--- config.mk ---
export PLATFORM = sky130hd
export DESIGN_NAME = microwave_controller
export DESIGN_NICKNAME = d
export VERILOG_FILES = /design/src/rtl/microwave_controller.sv
export SDC_FILE = /design/constraint.sdc
export NUM_CORES = 1
export LEC_CHECK = 0
export CORE_UTILIZATION = 35
export DETAILED_ROUTE_END_ITERATION = 6
export PLACE_DENSITY = 0.54
export SLEW_MARGIN = 10
export SYNTH_ARGS = -nofsm -noshare
export SYNTH_HDL_FRONTEND = slang
export SYNTH_SLANG_ARGS = --single-unit
--- constraint.sdc ---
create_clock -name clock -period 5.11 [get_ports clock]
set_input_delay 1.2775 -clock clock [delete_from_list [all_inputs] [get_ports clock]]
set_output_delay 1.2775 -clock clock [all_outputs]
set_load 0.005 [all_outputs]
--- src/rtl/microwave_controller.sv ---
// Microwave countdown sequencer: keypad digit loading, cook/pause/done control,
// door interlock, 1 Hz tick prescaler and done-alarm timing for the mm:ss timer.
module microwave_controller #(
    parameter int TICK_DIV    = 50_000_000,
    parameter int DONE_CYCLES = 150_000_000
) (
    input  logic       clock,
    input  logic       clear,
    input  logic [3:0] key,
    input  logic       key_valid,
    input  logic       start,
    input  logic       stop,
    input  logic       door_closed,
    input  logic       timer_zero,
    output logic [3:0] data,
    output logic       loadn,
    output logic       timer_clearn,
    output logic       timer_enable,
    output logic       mag_on,
    output logic       done,
    output logic [2:0] state
);

    localparam int PRE_W = (TICK_DIV > 1) ? $clog2(TICK_DIV) : 1;
    localparam int DC_W  = (DONE_CYCLES > 1) ? $clog2(DONE_CYCLES) : 1;
    localparam logic [PRE_W-1:0] PRE_MAX = PRE_W'(TICK_DIV - 1);
    localparam logic [DC_W-1:0]  DC_MAX  = DC_W'(DONE_CYCLES - 1);

    typedef enum logic [2:0] {
        S_IDLE  = 3'd0,
        S_ENTRY = 3'd1,
        S_COOK  = 3'd2,
        S_PAUSE = 3'd3,
        S_DONE  = 3'd4
    } state_t;

    state_t            state_q;
    state_t            state_d;
    logic [PRE_W-1:0]  pre_q;
    logic [PRE_W-1:0]  pre_d;
    logic [DC_W-1:0]   dcnt_q;
    logic [DC_W-1:0]   dcnt_d;
    logic [1:0]        digits_q;
    logic [1:0]        digits_d;
    logic              key_ok;
    logic              key_accept;
    logic              tick;
    logic              enter_idle;

    assign state = state_q;

    // A key is usable only if it is a decimal digit and fewer than three are loaded.
    assign key_ok = key_valid && (key <= 4'd9) && (digits_q < 2'd3);

    // State register.
    always_ff @(posedge clock or posedge clear) begin
        if (clear) begin
            state_q <= S_IDLE;
        end else begin
            state_q <= state_d;
        end
    end

    // Next-state decode; stop outranks the door, which outranks start and keys.
    always_comb begin
        state_d = state_q;
        case (state_q)
            S_IDLE: begin
                if (key_ok) begin
                    state_d = S_ENTRY;
                end
            end
            S_ENTRY: begin
                if (stop) begin
                    state_d = S_IDLE;
                end else if (start && door_closed && !timer_zero) begin
                    state_d = S_COOK;
                end
            end
            S_COOK: begin
                if (stop || !door_closed) begin
                    state_d = S_PAUSE;
                end else if (timer_zero) begin
                    state_d = S_DONE;
                end
            end
            S_PAUSE: begin
                if (stop) begin
                    state_d = S_IDLE;
                end else if (start && door_closed) begin
                    state_d = S_COOK;
                end
            end
            S_DONE: begin
                if (stop || start || (dcnt_q == DC_MAX)) begin
                    state_d = S_IDLE;
                end
            end
            default: state_d = S_IDLE;
        endcase
    end

    // Next values of counters and strobes derived from the current/next state pair.
    always_comb begin
        enter_idle = (state_d == S_IDLE) && (state_q != S_IDLE);
        // In ENTRY a key loses to a stop or a successful start in the same cycle.
        key_accept = key_ok && ((state_q == S_IDLE) ||
                                ((state_q == S_ENTRY) && (state_d == S_ENTRY)));
        // The wrap only fires when staying in COOK, so a pause or zero flag
        // on the wrap cycle defers/suppresses the tick instead of losing it.
        tick = (state_q == S_COOK) && (state_d == S_COOK) && (pre_q == PRE_MAX);

        pre_d = pre_q;
        if (state_d == S_IDLE) begin
            pre_d = '0;
        end else if ((state_q == S_ENTRY) && (state_d == S_COOK)) begin
            pre_d = '0;
        end else if (state_q == S_COOK) begin
            if (pre_q == PRE_MAX) begin
                if (state_d == S_COOK) begin
                    pre_d = '0;
                end
            end else begin
                pre_d = pre_q + 1'b1;
            end
        end

        dcnt_d = ((state_q == S_DONE) && (state_d == S_DONE)) ? dcnt_q + 1'b1 : '0;

        digits_d = digits_q;
        if (state_d == S_IDLE) begin
            digits_d = '0;
        end else if (key_accept) begin
            digits_d = digits_q + 1'b1;
        end
    end

    // Registered outputs and internal counters.
    always_ff @(posedge clock or posedge clear) begin
        if (clear) begin
            data         <= 4'd0;
            loadn        <= 1'b1;
            timer_clearn <= 1'b0;
            timer_enable <= 1'b0;
            mag_on       <= 1'b0;
            done         <= 1'b0;
            pre_q        <= '0;
            dcnt_q       <= '0;
            digits_q     <= '0;
        end else begin
            if (key_accept) begin
                data <= key;
            end
            loadn        <= !key_accept;
            timer_clearn <= !enter_idle;
            timer_enable <= tick;
            mag_on       <= (state_d == S_COOK);
            done         <= (state_d == S_DONE);
            pre_q        <= pre_d;
            dcnt_q       <= dcnt_d;
            digits_q     <= digits_d;
        end
    end

endmodule

==> impl_results.md <==
* Worst VDD drop at 0.187 mV
* Max_cap viols at 0
* Drt total wl at 8.60 mm
* Hold slack at 0.481 ns
* RSZ-0062 raised after global routing: false
* HP Class: reg2reg
* Number of hold buffers added after cts at 0
* Non-Filler Instances at 547
* Final worst slack at 1.55 ns
* Data arrival time of the worst path at 3.73 ns
* Via count at 2993
* Root Driver: clkbuf_8
* Placed cells at 531
* Distinct cells, synth at 52
* Vias/cell at 5.47
* Gr usage total at 17.8%
* Clock latency at the later pin of the worst-skew pair at 0.36 ns
* Max-slew headroom at 29.2%
* Pin count of the biggest net entering global routing at 36
* Placeable Area at 9820 sq um
* Fraction of layout instances using a drive strength above 1 at 8.70%
* FMAX at 0.281 GHz
* Post-route minimum period at 3.56 ns
* Final instance area at 4220 sq um
* Detailed Place HPWL at 5.68 mm
* Final Skew at 0.0115 ns
* IO buf count at 22
* Sequential fraction of the synthesis area at 47.7%
* Fin crit share at 69.6%
* Top-area cell type share of the netlist area at 47.0%
* DIE HEIGHT at 103 microns
* Pre-Repair DR Iteration Count at 4
* First-pass GRT wire length at 14.1 mm
* EDFF count, synth at 0
* Async SR Flop Fraction at 100%
* Critical path data required time at 5.29 ns
* Post-Syn Area at 3570 sq um
* Pre-CTS WS at 1.20 ns
* Flops & latches, synth at 68
* # diodes at 0
* Worst Setup Start Kind: input pin
* Pwr/cell area at 324 nW/um^2
* Synth Area per Inst at 9.30 sq um
* Routed Antenna Nets at 0
* Die area at 10600 sq um
* Total gr overflow at 0
* DRC at 0
* Vias in the first global route at 2804
* CP Capture Type: flop
* Io pins at 23
* Clk slew on worst S/H paths at 0.08 ns
* Synth warnings at 0
* Number of clock buffers inserted by TritonCTS at 9
* Die width at 103 microns
* CP Class: in2reg
* Pleak at 1.64 nW
* Area grow syn2layout at 18.3%
* Final Hold Fails at 0
* Syn Inst Count at 384
* Row cnt at 36
* Initial Util at 36.4%
* Cts repair resizes at 0
* Drt wl/cell at 15.7 microns
* CTS tree: yes
* Top cells by count, synth: 67 x dfrtp_1, 42 x nor2_1, 25 x nand3_1, 24 x nand2_1, 21 x xor2_1
* Setup violations, final at 0
* Setup TNS at 0 ns
* Initial antenna violation count at 0
* Max FO, Critical Path at 12
* Synth area leaders: dfrtp_1 47%, xor2_1 5.2%, nor2_1 4.4%, nand3_1 3.5%, nand4_1 3.0%
* Status: finished clean
* DR iter-0 viols at 183
* Nets at 423
* H-tree depth at 3
* Slew Limit Fails at 0
* Count leader, synth: dfrtp_1
* Actual slew at the worst max-slew pin at 1.06 ns
* Clock Path Buffers at 2
* Ys flop type: dfrtp_1
* Placed cell areas at 3950 sq um
* CTS Sinks at 68
* Mapped Nets at 398
* Routability congestion estimate at 0.822
* Cell taking the most area after synthesis: dfrtp_1
* Post-CTS Setup Inserts at 0
==> final timing paths <==
| kind | from | endpoint | slack, ns | depth (start not counted) |
|---|---|---|---|---|
| setup / recovery | stop | pre_q[14] | 1.55 | 7 |
| hold / removal | dcnt_q[0] | dcnt_q[0] | 0.48 | 1 |
| hold reg to reg | dcnt_q[0] | dcnt_q[0] | 0.48 | 1 |
| max in group asynchronous | clear | loadn | 2.73 | 3 |
| setup reg to reg | pre_q[0] | pre_q[14] | 2.44 | 7 |
| min in group asynchronous | clear | pre_q[21] | 1.40 | 2 |
==> area by class of cell <==
type / instances / area, sq um
timing repair buffer: 27 / 258
tap: 133 / 166
clock inverter: 6 / 135
multi-input combinational: 288 / 1770
sequential: 68 / 1700
inverter: 15 / 56.3
fill: 1003 / 5600
clock buffer: 10 / 138
==> placed cells by master (no fill, tap or decap), drive strengths merged, types with 2 or more instances in the layout <==
master          n
a21oi          13
a311oi          2
a31oi          10
and2            5
and3           13
and3b           2
and4            6
buf             5
bufinv          4
clkbuf         10
clkdlybuf4s50  22
clkinvlp        2
dfrtp          67
ha              3
inv            15
mux2            4
mux2i           2
nand2          25
nand2b          2
nand3          26
nand4          17
nor2           42
nor3            8
nor4            6
nor4b           6
o211ai          8
o21ai          30
o22ai           2
o311ai          2
o31a            2
o31ai           2
or2             2
or3             5
or4             5
xnor2           6
xor2           21
==> metal layers <==
layer	wire, microns	track usage [%]	part of all wire, %
met2	3830	26.2	44
met4	157	8.23	1.8
met1	4230	25.5	49
met3	394	2.85	4.6
met5	0	0	0
==> power breakdown <==
| part | total [W] | internal, W | switching, W |
|---|---|---|---|
| Sequential | 0.000584 | 0.000565 | 0.0000192 |
| Clock | 0.000602 | 0.000387 | 0.000216 |
| Combinational | 0.000183 | 0.0000805 | 0.000103 |
==> metrics by stage <==
step | total power (W) | util [%]
floorplan | 0.000684 | -
global placement | 0.000777 | 40.2
detailed placement | 0.000779 | 40.2
CTS | 0.00139 | 43.0
global route | 0.00142 | 43.0
finish | 0.00137 | 43.0
==> logic make-up (layout without fill, tap and decap cells) <==
logic type	after synthesis	count (layout)	share of synthesized area [%]
xor+xnor	27	27	6.62
fa+ha+maj	3	3	1.05
flops	68	68	47.7
mux	6	6	1.82
buf+inv	28	58	2.94
compound gates	77	77	13.2
simple gates	175	175	26.7
==> sequential cells by signal, indices dropped and copies added (netlist names) <==
signal	count
loadn	1
mag_on	1
timer_enable	1
done	1
data	4
dcnt_q	28
digits_q	2
state	3
pre_q	26
timer_clearn	1
==> worst max-delay path: stages <==
cell             delay, ns
clkdlybuf4s50_1       0.45
nand3b_1              0.22
nand4b_1              0.15
and2_1                0.24
nand3_1               0.41
nor2_1                0.77
o311ai_0              0.21
No activity file was read; power rests on OpenSTA's default activity.
